[config.mk]
export PLATFORM = sky130hd
export DESIGN_NAME = exposure_fsm_gen_flat
export DESIGN_NICKNAME = d
export VERILOG_FILES = /design/src/rtl/exposure_fsm_gen_pkg.sv /design/src/rtl/exposure_fsm_gen_if.sv /design/src/rtl/exposure_fsm_gen_hs_timer.sv /design/src/rtl/exposure_fsm_gen.sv /design/src/flat_wrapper.sv
export SDC_FILE = /design/constraint.sdc
export NUM_CORES = 1
export LEC_CHECK = 0
export ABC_AREA = 1
export CAP_MARGIN = 20
export CORE_MARGIN = 4
export CORE_UTILIZATION = 40
export CTS_CLUSTER_SIZE = 10
export DETAILED_ROUTE_END_ITERATION = 6
export GPL_ROUTABILITY_DRIVEN = 0
export GPL_TIMING_DRIVEN = 1
export PLACE_DENSITY = 0.67
export SLEW_MARGIN = 20
export SYNTH_ARGS = -nofsm -noshare
export SYNTH_HDL_FRONTEND = slang
export SYNTH_SLANG_ARGS = --single-unit
[constraint.sdc]
create_clock -name clk -period 2.51 [get_ports clk]
set_input_delay 0.251 -clock clk [delete_from_list [all_inputs] [get_ports clk]]
set_output_delay 0.251 -clock clk [all_outputs]
set_load 0.01 [all_outputs]
[src/rtl/exposure_fsm_gen_pkg.sv]
// Shared types and constants for the exposure-meter controller.
package exposure_pkg;

  typedef enum logic [2:0] {
    IDLE,
    SEL,
    METER,
    LUT,
    DISP,
    ERR
  } state_e;

  typedef enum logic [1:0] {
    PB_NONE  = 2'b00,
    PB_SHORT = 2'b01,
    PB_LONG  = 2'b10,
    PB_XLONG = 2'b11
  } pb_e;

  localparam logic [3:0] GLYPH_RESET = 4'h8;
  localparam logic [3:0] GLYPH_BUSY  = 4'h2;
  localparam logic [3:0] GLYPH_ERR   = 4'hE;

endpackage

[src/rtl/exposure_fsm_gen_if.sv]
// Luxmeter and flash request/ready bus seen by the exposure controller.
interface exposure_fsm_gen_if #(
  parameter int unsigned LUX_W  = 8,
  parameter int unsigned ADDR_W = 24
);
  logic              lux_valid;
  logic              lux_ready;
  logic [LUX_W-1:0]  lux_val;
  logic              fd_valid;
  logic              fd_ready;
  logic [7:0]        fd;
  logic [ADDR_W-1:0] fd_address;

  modport master (
    output lux_valid, fd_valid, fd_address,
    input  lux_ready, lux_val, fd_ready, fd
  );

  modport slave (
    input  lux_valid, fd_valid, fd_address,
    output lux_ready, lux_val, fd_ready, fd
  );
endinterface

[src/rtl/exposure_fsm_gen_hs_timer.sv]
// Handshake wait timer: counts enabled cycles, expired flags the LIMIT-th wait cycle.
module hs_timer #(
  parameter int unsigned LIMIT = 1023
) (
  input  logic clk,
  input  logic rst,
  input  logic clear,
  input  logic enable,
  output logic expired
);
  localparam int unsigned CW = (LIMIT > 1) ? $clog2(LIMIT) : 1;
  localparam logic [CW-1:0] LAST = (LIMIT == 0) ? '0 : CW'(LIMIT - 1);

  logic [CW-1:0] count_q;

  always_ff @(posedge clk or posedge rst) begin
    if (rst) begin
      count_q <= '0;
    end else if (clear) begin
      count_q <= '0;
    end else if (enable && (count_q != LAST)) begin
      count_q <= count_q + 1'b1;
    end
  end

  // Counter saturates one short of LIMIT, so expiry coincides with the LIMIT-th cycle.
  assign expired = (LIMIT != 0) && enable && (count_q == LAST);
endmodule

[src/rtl/exposure_fsm_gen.sv]
// Exposure-meter controller: setting selection, lux metering, flash LUT lookup, display.
module exposure_fsm_gen
  import exposure_pkg::*;
#(
  parameter int unsigned N_SET        = 3,
  parameter int unsigned SET_W        = 4,
  parameter int unsigned LUX_W        = 8,
  parameter int unsigned ADDR_W       = 24,
  parameter int unsigned RES_W        = 3,
  parameter int unsigned TIMEOUT      = 1023,
  parameter int unsigned AUTO_REMETER = 0
) (
  input  logic                       clk,
  input  logic                       rst,
  input  logic [1:0]                 pb_press,
  input  logic [SET_W-1:0]           enc_count,
  exposure_fsm_gen_if.master         bus,
  output logic [3:0]                 display_out,
  output logic [$clog2(N_SET+1)-1:0] display_sel,
  output logic                       err
);
  localparam int unsigned IW  = (N_SET > 1) ? $clog2(N_SET) : 1;
  localparam int unsigned DSW = $clog2(N_SET + 1);
  localparam int unsigned DW  = (AUTO_REMETER > 1) ? $clog2(AUTO_REMETER) : 1;
  localparam logic [DW-1:0] DWELL_LAST = (AUTO_REMETER == 0) ? '0 : DW'(AUTO_REMETER - 1);

  state_e state_q, state_d;
  pb_e    pb;

  logic [N_SET-1:0][SET_W-1:0] set_q;
  logic [N_SET-1:0]            visited_q;
  logic [N_SET-1:0]            visited_now;
  logic [IW-1:0]               idx_q, last_idx_q, idx_inc;
  logic [LUX_W-1:0]            lux_q;
  logic [RES_W-1:0]            res_q;
  logic [DW-1:0]               dwell_q;
  logic                        dwell_exp;
  logic                        state_change;
  logic                        wait_en;
  logic                        wait_exp;
  logic                        unused_fd_hi;

  assign pb           = pb_e'(pb_press);
  assign idx_inc      = (idx_q == IW'(N_SET - 1)) ? '0 : idx_q + 1'b1;
  assign visited_now  = visited_q | (N_SET'(1) << idx_q);
  assign state_change = (state_d != state_q);
  assign wait_en      = (state_q == METER) || (state_q == LUT);
  assign dwell_exp    = (AUTO_REMETER != 0) && (state_q == DISP) && (dwell_q == DWELL_LAST);
  assign unused_fd_hi = ^bus.fd[7:RES_W];

  hs_timer #(.LIMIT(TIMEOUT)) u_hs_timer (
    .clk     (clk),
    .rst     (rst),
    .clear   (state_change),
    .enable  (wait_en),
    .expired (wait_exp)
  );

  always_ff @(posedge clk or posedge rst) begin
    if (rst) begin
      state_q <= IDLE;
    end else begin
      state_q <= state_d;
    end
  end

  // Ready is tested before the timer so a response on the expiry cycle still proceeds.
  always_comb begin
    state_d        = state_q;
    bus.lux_valid  = 1'b0;
    bus.fd_valid   = 1'b0;
    bus.fd_address = '0;
    display_out    = GLYPH_RESET;
    display_sel    = '0;
    err            = 1'b0;
    case (state_q)
      IDLE: state_d = SEL;
      SEL: begin
        display_sel = DSW'(idx_q);
        display_out = 4'(enc_count);
        if ((pb == PB_LONG) && (&visited_now)) state_d = METER;
      end
      METER: begin
        bus.lux_valid = 1'b1;
        display_sel   = DSW'(N_SET);
        display_out   = GLYPH_BUSY;
        if (bus.lux_ready)  state_d = LUT;
        else if (wait_exp)  state_d = ERR;
      end
      LUT: begin
        bus.fd_valid   = 1'b1;
        bus.fd_address = ADDR_W'({set_q, lux_q});
        display_sel    = DSW'(N_SET);
        display_out    = GLYPH_BUSY;
        if (bus.fd_ready)   state_d = DISP;
        else if (wait_exp)  state_d = ERR;
      end
      DISP: begin
        display_sel = DSW'(N_SET);
        display_out = 4'(res_q);
        case (pb)
          PB_SHORT:          state_d = METER;
          PB_LONG, PB_XLONG: state_d = SEL;
          default:           if (dwell_exp) state_d = METER;
        endcase
      end
      ERR: begin
        err         = 1'b1;
        display_sel = DSW'(N_SET);
        display_out = GLYPH_ERR;
        if (pb != PB_NONE) state_d = SEL;
      end
      default: state_d = IDLE;
    endcase
  end

  always_ff @(posedge clk or posedge rst) begin
    if (rst) begin
      set_q      <= '0;
      visited_q  <= '0;
      idx_q      <= '0;
      last_idx_q <= '0;
      lux_q      <= '0;
      res_q      <= '0;
    end else begin
      case (state_q)
        IDLE: begin
          set_q     <= '0;
          visited_q <= '0;
          idx_q     <= '0;
        end
        SEL: begin
          set_q[idx_q]     <= enc_count;
          visited_q[idx_q] <= 1'b1;
          last_idx_q       <= idx_q;
          if (pb == PB_SHORT)      idx_q <= idx_inc;
          else if (pb == PB_XLONG) idx_q <= '0;
        end
        METER: if (bus.lux_ready) lux_q <= bus.lux_val;
        LUT:   if (bus.fd_ready)  res_q <= bus.fd[RES_W-1:0];
        DISP: begin
          if (pb == PB_LONG)       idx_q <= last_idx_q;
          else if (pb == PB_XLONG) idx_q <= '0;
        end
        ERR: if (pb != PB_NONE) idx_q <= '0;
        default: ;
      endcase
    end
  end

  always_ff @(posedge clk or posedge rst) begin
    if (rst) begin
      dwell_q <= '0;
    end else if (state_change) begin
      dwell_q <= '0;
    end else if ((state_q == DISP) && (dwell_q != DWELL_LAST)) begin
      dwell_q <= dwell_q + 1'b1;
    end
  end
endmodule

[src/flat_wrapper.sv]
// flat-port wrapper written by rule: the top's interface ports become plain ports
module exposure_fsm_gen_flat import exposure_pkg::*;
#(
  parameter int unsigned N_SET        = 3,
  parameter int unsigned SET_W        = 4,
  parameter int unsigned LUX_W        = 8,
  parameter int unsigned ADDR_W       = 24,
  parameter int unsigned RES_W        = 3,
  parameter int unsigned TIMEOUT      = 1023,
  parameter int unsigned AUTO_REMETER = 0
)
  (clk, rst, pb_press, enc_count, display_out, display_sel, err, bus_lux_valid, bus_fd_valid, bus_fd_address, bus_lux_ready, bus_lux_val, bus_fd_ready, bus_fd);
  exposure_fsm_gen_if #(.LUX_W(LUX_W), .ADDR_W(ADDR_W)) bus_i ();
  input  logic clk;
  input  logic rst;
  input  logic [1:0] pb_press;
  input  logic [SET_W-1:0] enc_count;
  output logic [3:0] display_out;
  output logic [$clog2(N_SET+1)-1:0] display_sel;
  output logic err;
  output wire logic [$bits(bus_i.lux_valid)-1:0] bus_lux_valid;
  output wire logic [$bits(bus_i.fd_valid)-1:0] bus_fd_valid;
  output wire logic [$bits(bus_i.fd_address)-1:0] bus_fd_address;
  input wire logic [$bits(bus_i.lux_ready)-1:0] bus_lux_ready;
  input wire logic [$bits(bus_i.lux_val)-1:0] bus_lux_val;
  input wire logic [$bits(bus_i.fd_ready)-1:0] bus_fd_ready;
  input wire logic [$bits(bus_i.fd)-1:0] bus_fd;
  assign bus_lux_valid = bus_i.lux_valid;
  assign bus_fd_valid = bus_i.fd_valid;
  assign bus_fd_address = bus_i.fd_address;
  assign bus_i.lux_ready = bus_lux_ready;
  assign bus_i.lux_val = bus_lux_val;
  assign bus_i.fd_ready = bus_fd_ready;
  assign bus_i.fd = bus_fd;
  exposure_fsm_gen #(.N_SET(N_SET), .SET_W(SET_W), .LUX_W(LUX_W), .ADDR_W(ADDR_W), .RES_W(RES_W), .TIMEOUT(TIMEOUT), .AUTO_REMETER(AUTO_REMETER)) u_core (.clk(clk), .rst(rst), .pb_press(pb_press), .enc_count(enc_count), .bus(bus_i), .display_out(display_out), .display_sel(display_sel), .err(err));
endmodule
# Word-level counts from Yosys, hierarchy flattened
# Index checks and enable logic that the tools add are counted.
dict set report classes {
  shift 1
  mux 28
  eq_ne 13
  n_reduce_logical 17
  bitwise 2
  order_cmp 2
  add_sub_neg 2
}
# op count
set ops {}
lappend ops {{$pmux W12 S2} 1}
lappend ops {{$mux W10} 2}
lappend ops {{$mux W20} 1}
lappend ops {{$pmux W3 S6} 1}
lappend ops {{$pmux W4 S4} 1}
lappend ops {{$mux W3} 5}
lappend ops {{$bwmux W12} 1}
lappend ops {{$pmux W3 S2} 2}
lappend ops {{$add A10 B1 Y10 const B} 1}
lappend ops {{$eq A10 B10 Y1 const B} 1}
lappend ops {{$mux W2} 5}
lappend ops {{$ne A10 B10 Y1 const B} 1}
lappend ops {{$demux W4 S2} 1}
lappend ops {{$pmux W2 S4} 1}
lappend ops {{$eq A2 B2 Y1 const B} 3}
lappend ops {{$eq A3 B2 Y1 const B} 2}
lappend ops {{$eq A3 B3 Y1 const B} 2}
lappend ops {{$or A3 B3 Y3} 2}
lappend ops {{$reduce_and A2 Y1} 3}
lappend ops {{$reduce_bool A2 Y1} 3}
lappend ops {{$logic_and A1 B1 Y1} 4}
lappend ops {{$mux W1} 4}
lappend ops {{$mux W4} 1}
lappend ops {{$pmux W2 S2} 1}
lappend ops {{other kinds (15)} 16}
dict set report word_totals {
  register_bits 43
  word_cells 75
  inputBits 26
  out_inout_bits 33
}

# Longest topological paths before layout
# Gate-level depths: netlist (run 1).
dict set report logic_depth {
  word_depth 8
  ltp_mapped 12
  depth_no_buf 12
}

# Hierarchy
# Synthesis (run 1) repeated with hierarchy kept, for this count alone.
dict set report unflattened {
  hier_cells 318
  area_unflattened_um2 2374.8
}
# mod instances area_per_inst_um2 cells_each seq_area_each_um2
set modules_own_cells {}
lappend modules_own_cells {exposure_fsm_gen 1 1720.4 225 825.8}
lappend modules_own_cells {hs_timer 1 654.4 93 250.2}

# Worst setup path before layout (run 1)
# OpenSTA, ideal clock, no wires.
dict set report synth_path {
  kind {register to output}
  from {register u_core.state_q[2]}
  to {output port bus_fd_address[0]}
  stages_incl_launch_ff 8
  n_path_buf 2
  setup_slack_ns 0.945
  arrival_ns 1.314
  cell_sequence {dfrtp_1 buf_4 nor2_8 inv_2 nor2_2 inv_1 clkbuf_1 nor2_1}
}
dict set report synth_via {
  elab_chain_len 2
}
# element line_no
set synth_rtl {}
lappend synth_rtl {{start: declaration} exposure_fsm_gen.sv:27} ;# state_e state_q, state_d;
lappend synth_rtl {{start signal: assignment} exposure_fsm_gen.sv:63} ;# state_q <= state_d;
lappend synth_rtl {{$eq A3 B2 Y1} exposure_fsm_gen.sv:76} ;# case (state_q)
lappend synth_rtl {{$mux W20} exposure_fsm_gen.sv:76}
lappend synth_rtl {{end: declaration} flat_wrapper.sv:23} ;# output wire logic [$bits(bus_i.fd_address)-1:0] bus_fd_address;
# No other way between the ends.

# Final worst setup path (run 1)
dict set report layout_path {
  from {register u_core.state_q[2]}
  to {output port display_out[2]}
}
dict set report layout_via {
  elab_chain_len 3
  word_cells_on_any_way 7
}
# element line_no
set layout_rtl {}
lappend layout_rtl {{$eq A3 B2 Y1} exposure_fsm_gen.sv:76}
lappend layout_rtl {{$reduce_or A2 Y1 (no line)} n/a}
lappend layout_rtl {{$pmux W4 S4 (*)} exposure_fsm_gen.sv:76}
lappend layout_rtl {{end: declaration} flat_wrapper.sv:18} ;# output logic [3:0] display_out;
# Mark *: on every way between the ends. The rest lies on a longest branch, timed or not.

==> flow_metrics.py, run 1 <==
metrics = {
    "floorplan": {
        "die-area_um2": 7064,
        "die_width_um": 84.05,
        "fp.dieH_um": 84.05,
        "core-area_um2": 5574,
        "start_util": 0.4150,
        "fp-row-count": 27,
        "ios": 59,
    },
    "run_status": {
        "status": "complete, no violations",
    },
    "clocking": {
        "cts.sinks": 43,
        "cts.clk_slew.worst_paths_ns": 0.08,
        "h-tree-depth": 2,
        "cts_tree": "built",
        "root_buffer": "clkbuf_8",
        "ctsLongestPathBuffers": 2,
        "worst_skew_pair.late_latency_ns": 0.30,
        "cts_buffers": 5,
    },
    "sta": {
        "setup_viol": 0,
        "fin_hold_ws_ns": 0.4041,
        "finClkSkew_ns": 0.004476,
        "maxSlewViolCount": 0,
        "post-route-period-util": 0.9171,
        "finalSetupTns_ns": 0,
        "post-route-min-period_ns": 2.302,
        "hold_violations": 0,
        "slew_headroom": 0.6426,
        "rsz0062_at_grt": "no",
        "worst_pin_slew_ns": 0.5361,
        "clock.fmax_mhz": 434.4,
    },
    "critical_path": {
        "reg2regPathDepth": 10,
        "r2r-end": "u_core.u_hs_timer.count_q[8]$_DFFE_PP0P_",
        "cp_data_arrival_time_ns": 2.05,
        "ff2ff_setup_slack_ns": 0.81,
        "path_max_fanout": 11,
        "end_kind": "output port",
        "crit_required_ns": 2.26,
        "r2r-start": "u_core.state_q[0]$_DFF_PP0_",
        "start_kind": "flip-flop",
        "critPathKind": "reg -> out",
    },
    "place": {
        "dpl.hpwl_um": 3868,
        "portBuffers": 49,
    },
    "power": {
        "peakVddDrop_mv": 0.4440,
        "p_leak_nw": 1.773,
        "powerDensity_nw_per_um2": 867.4,
        "power_mw": 2.689,
    },
    "synthesis": {
        "synth.ff_latch_count": 43,
        "yosys_warnings": 0,
        "yosysSeqAreaShare": 0.4651,
        "avgSynthCellArea_um2": 7.712,
        "synth_area_um2": 2313,
        "synthDistinctLibCells": 32,
        "syn_inst": 300,
    },
    "grt": {
        "antenna_found_initial": 0,
        "grt_pass1_vias": 2070,
        "grt_overflow": 0,
        "globalRouteTotalUtil": 0.1612,
        "grt_pass1_wl_um": 9418,
        "grt_max_degree": 44,
    },
    "drt": {
        "ant_nets": 0,
        "viasPerCell": 4.799,
        "drt_iter0_markers": 105,
        "vias": 2073,
        "dr.pass1.iters": 4,
        "wl_um": 5444,
        "drcViolationCount": 0,
        "wl_per_cell_um": 12.60,
    },
    "finish": {
        "drive_gt1_frac": 0.1139,
        "insertedDiodeCount": 0,
        "syn_to_final_growth_pct": 34.02,
        "fin_nets": 387,
    },
    "worst_hold_path": {
        "hold_path_class": "in -> async",
    },
    "flow_run": {
        "cap_violations": 0,
    },
}
==> final cells by class <==
cell class | instances | area, um^2
Clock buffer | 7 | 96.34
Tap cell | 72 | 90.09
Inverter | 54 | 212.7
Timing Repair inverter | 2 | 15.01
Timing Repair Buffer | 57 | 613.1
Sequential cell | 43 | 1077
Clock inverter | 1 | 7.507
Multi-Input combinational cell | 196 | 988.4
Fill cell | 526 | 2474
==> kinds of logic after synthesis <==
group / after synthesis / synth area share
AO/OA/AOI/OAI: 46 / 0.1136
XOR/XNOR: 5 / 0.01893
adder cells (fa/ha/maj): 2 / 0.01081
buffers and inverters: 64 / 0.1147
flip-flops: 43 / 0.4651
multiplexers: 2 / 0.009734
other: 1 / 0.001621
AND/OR/NAND/NOR: 137 / 0.2655
==> worst max-delay path, stage by stage, from the launching register on <==
cell	delay, ns
dfrtp_2	0.50
inv_1	0.11
nand3_2	0.11
clkinvlp_4	0.20
nand2_1	0.17
nand3_1	0.11
clkdlybuf4s50_1	0.55
==> placed cells by master, fill, tap and decap left out, types with 3 or more instances in the layout <==
cell type	count
a21oi_1	4
buf_4	7
clkbuf_8	7
clkdlybuf4s50_1	29
clkinvlp_4	5
conb_1	4
dfrtp_1	42
dlymetal6s2s_1	20
inv_1	44
inv_2	7
nand2_1	59
nand3_1	15
nand4_1	5
nor2_1	47
o21ai_0	24
o22ai_1	12
xor2_1	3
==> state kept, by name (all words and copies together) (netlist names) <==
register and flops:
u_core.lux_q 8, u_core.last_idx_q 2, u_core.res_q 3, u_core.u_hs_timer.count_q 10, u_core.idx_q 2, u_core.visited_q 3
u_core.state_q 3, u_core.set_q 12
==> synth_stat cells, drive strengths merged <==
| library cell | instances | area, um^2 |
|---|---|---|
| xor2 | 3 | 26.28 |
| ha | 2 | 25.02 |
| mux2 | 2 | 22.52 |
| nor2 | 49 | 202.7 |
| o21bai | 1 | 7.510 |
| nand3 | 18 | 112.6 |
| a21oi | 5 | 28.78 |
| clkbuf | 2 | 7.510 |
| conb | 1 | 3.750 |
| xnor2 | 2 | 17.52 |
| o21ai | 24 | 120.1 |
| buf | 8 | 55.05 |
| nand2 | 61 | 234.0 |
| inv | 54 | 202.7 |
| dfrtp | 43 | 1076 |
| o22ai | 12 | 75.07 |
| nor3 | 2 | 15.01 |
| a31oi | 1 | 6.260 |
| nand4 | 6 | 43.79 |
| a211oi | 1 | 7.510 |
| o221ai | 2 | 17.52 |
| and3 | 1 | 6.260 |
==> per-stage QoR <==
step	cell area (um^2)	instances	setup WS, ns	util
after floorplan	2325	303	0.9451	-
after global placement	2873	418	0.2680	0.5154
after detailed placement	2873	418	0.2295	0.5154
after CTS	3002	428	0.006827	0.5385
after global routing	3100	432	0.07722	0.5562
final	3100	432	0.2081	0.5562
==> timing repair <==
item	in CTS	in global routing
setup buffers	1	3
endpoints found under the setup margin	20	22
resized for setup	4	23
gates cloned	1	1
hold buffers	0	0
pin swaps	0	1
==> how the worst max path moves through the flow <==
stage / start / endpoint / slack (ns) / cells past startpoint
2_1_floorplan: u_core.state_q[2]$_DFF_PP0_ / bus_fd_address[0] / 0.95 / 7
3_3_place_gp: u_core.state_q[2]$_DFF_PP0_ / bus_fd_address[7] / 0.27 / 6
3_5_place_dp: u_core.state_q[2]$_DFF_PP0_ / bus_fd_address[11] / 0.23 / 6
4_1_cts: u_core.state_q[2]$_DFF_PP0_ / bus_fd_address[9] / 0.007 / 7
5_1_grt: u_core.state_q[0]$_DFF_PP0_ / display_out[3] / 0.08 / 6
6_report: u_core.state_q[2]$_DFF_PP0_ / display_out[2] / 0.21 / 6
==> where the power goes <==
part | internal [mW] | total [mW] | switching (mW)
logic | 0.475 | 1.19 | 0.719
clock network | 0.250 | 0.487 | 0.237
registers | 0.909 | 1.01 | 0.0983
total | 1.63 | 2.69 | 1.05
==> layer usage <==
metal,up-vias,part of all wire,global-route usage
met5,-,0,0
met4,0,0.013,0.04971
met3,7,0.044,0.03356
met2,50,0.47,0.2669
met1,957,0.47,0.2104
li1,1059,-,-
(Power assumes the default switching activity.)
==> run 2, diff against run 1 <==
--- a/config.mk
+++ b/config.mk
@@ -13,6 +13,7 @@
 export DETAILED_ROUTE_END_ITERATION = 6
 export GPL_ROUTABILITY_DRIVEN = 0
 export GPL_TIMING_DRIVEN = 1
+export MAX_ROUTING_LAYER = met4
 export PLACE_DENSITY = 0.67
 export SLEW_MARGIN = 20
 export SYNTH_ARGS = -nofsm -noshare
==> flow_metrics.py, run 2 (same netlist as run 1, synthesis figures left out) <==
metrics = {
    "critical_path": {
        "end_kind": "output port",
        "critPathKind": "reg -> out",
        "r2r-end": "u_core.u_hs_timer.count_q[8]$_DFFE_PP0P_",
        "crit_required_ns": 2.26,
        "path_max_fanout": 11,
        "r2r-start": "u_core.state_q[0]$_DFF_PP0_",
        "start_kind": "flip-flop",
        "ff2ff_setup_slack_ns": 0.81,
        "cp_data_arrival_time_ns": 2.04,
        "reg2regPathDepth": 10,
    },
    "finish": {
        "top_regs": "u_core.set_q x12, u_core.u_hs_timer.count_q x10, u_core.lux_q x8",
        "fillCellCount": 526,
        "largest_register_ffs": 12,
        "fin_nets": 387,
        "insertedDiodeCount": 0,
        "final_cell_mix": "nand2_1, nor2_1, inv_1, dfrtp_1, clkdlybuf4s50_1",
        "top_register": "u_core.set_q",
        "layout_commonest_cell": "nand2_1",
        "drive_gt1_frac": 0.1139,
        "syn_to_final_growth_pct": 34.02,
    },
    "grt": {
        "globalRouteTotalUtil": 0.1659,
        "grt_overflow": 0,
        "grt_max_degree": 44,
        "grt_pass1_vias": 2069,
        "grt_pass1_wl_um": 9418,
        "antenna_found_initial": 0,
    },
    "power": {
        "peakVddDrop_mv": 0.4448,
        "clock_power_share": 0.181,
        "powerDensity_nw_per_um2": 866.3,
        "combPwrFrac": 0.444,
        "p_int_mw": 1.635,
        "switchingPower_mw": 1.051,
        "switching_share": 0.3914,
        "power_frac_seq": 0.375,
        "p_leak_nw": 1.773,
    },
    "floorplan": {
        "die-area_um2": 7064,
        "fp.dieH_um": 84.05,
        "fp-row-count": 27,
        "ios": 59,
        "die_width_um": 84.05,
        "core-area_um2": 5574,
        "start_util": 0.4150,
    },
    "drt": {
        "wl_per_cell_um": 12.54,
        "drcViolationCount": 0,
        "ant_nets": 0,
        "drt_iter0_markers": 112,
        "wl_um": 5416,
        "dr.pass1.iters": 4,
        "viasPerCell": 4.831,
        "vias": 2087,
    },
    "place": {
        "portBuffers": 49,
        "dpl.hpwl_um": 3868,
        "preCtsSetupSlack_ns": 0.2295,
    },
    "run_status": {
        "status": "complete, no violations",
    },
    "clocking": {
        "ctsLongestPathBuffers": 2,
        "worst_skew_pair.late_latency_ns": 0.29,
        "h-tree-depth": 2,
        "cts_buffers": 5,
        "cts.clk_slew.worst_paths_ns": 0.08,
        "hold_buffers": 0,
        "cts.sinks": 43,
        "root_buffer": "clkbuf_8",
        "cts_tree": "built",
    },
    "sta": {
        "slew_headroom": 0.6403,
        "setup_viol": 0,
        "rsz0062_at_grt": "no",
        "post-route-min-period_ns": 2.296,
        "post-route-period-util": 0.9147,
        "worst_pin_slew_ns": 0.5395,
        "hold_violations": 0,
        "fin_ws_ns": 0.2142,
        "finalSetupTns_ns": 0,
        "finClkSkew_ns": 0.003687,
        "maxSlewViolCount": 0,
        "clock.fmax_mhz": 435.6,
    },
    "worst_hold_path": {
        "hold_path_class": "in -> async",
    },
    "flow_run": {
        "cap_violations": 0,
    },
}
run 2: area by class of cell:
type	instances	area [um^2]	share of cell area
sequential	43	1077	0.3475
multi-input combinational	196	988.4	0.3188
timing repair buffer	57	613.1	0.1977
inverter	54	212.7	0.06860
clock buffer	7	96.34	0.03107
tap	72	90.09	0.02906
timing repair inverter	2	15.01	0.004843
clock inverter	1	7.507	0.002421
run 2: power by group through the flow:
stage,registers (mW),clock network [mW],logic [mW]
floorplan,0.982,0,0.769
global placement,1.01,0,1.13
detailed placement,1.02,0,1.14
CTS,1.01,0.509,1.17
global route,1.03,0.541,1.35
finish,1.01,0.487,1.19
run 2: worst max-delay path by stage:
stage | end | slack [ns] | start | cells after the start
after detailed placement | bus_fd_address[11] | 0.23 | u_core.state_q[2]$_DFF_PP0_ | 6
final | display_out[2] | 0.21 | u_core.state_q[2]$_DFF_PP0_ | 6
after global routing | display_out[3] | 0.08 | u_core.state_q[0]$_DFF_PP0_ | 6
after global placement | bus_fd_address[7] | 0.27 | u_core.state_q[2]$_DFF_PP0_ | 6
after floorplan | bus_fd_address[0] | 0.95 | u_core.state_q[2]$_DFF_PP0_ | 7
after CTS | bus_fd_address[9] | 0.007 | u_core.state_q[2]$_DFF_PP0_ | 7
run 2: worst max-delay path: stages (launching register included):
cell             delay (ns)
dfrtp_2                0.50
inv_1                  0.11
nand3_2                0.11
clkinvlp_4             0.20
nand2_1                0.17
nand3_1                0.11
clkdlybuf4s50_1        0.55
run 2: metal layers:
layer | vias to the layer above | share of wire | track usage
met5 | - | 0 | -
met4 | 0 | 0.0092 | 0.04971
met3 | 5 | 0.050 | 0.02962
met2 | 58 | 0.48 | 0.2676
met1 | 962 | 0.46 | 0.2129
li1 | 1062 | - | -
run 2: repair_timing:
item | CTS | global route
resized for setup | 4 | 23
setup endpoints to repair | 20 | 22
pin swaps | 0 | 1
buffers inserted | 1 | 3
gates cloned | 1 | 1
run 2: stage by stage:
step           hold slack (ns)  std cells    util  total power [mW]  area, um^2
3_3_place_gp            0.4671        418  0.5154             2.139        2873
4_1_cts                 0.4271        428  0.5385             2.689        3002
5_1_grt                 0.4586        432  0.5562             2.928        3100
3_5_place_dp            0.4747        418  0.5154             2.161        2873
2_1_floorplan           0.3720        303       -             1.751        2325
6_report                0.4021        432  0.5562             2.686        3100
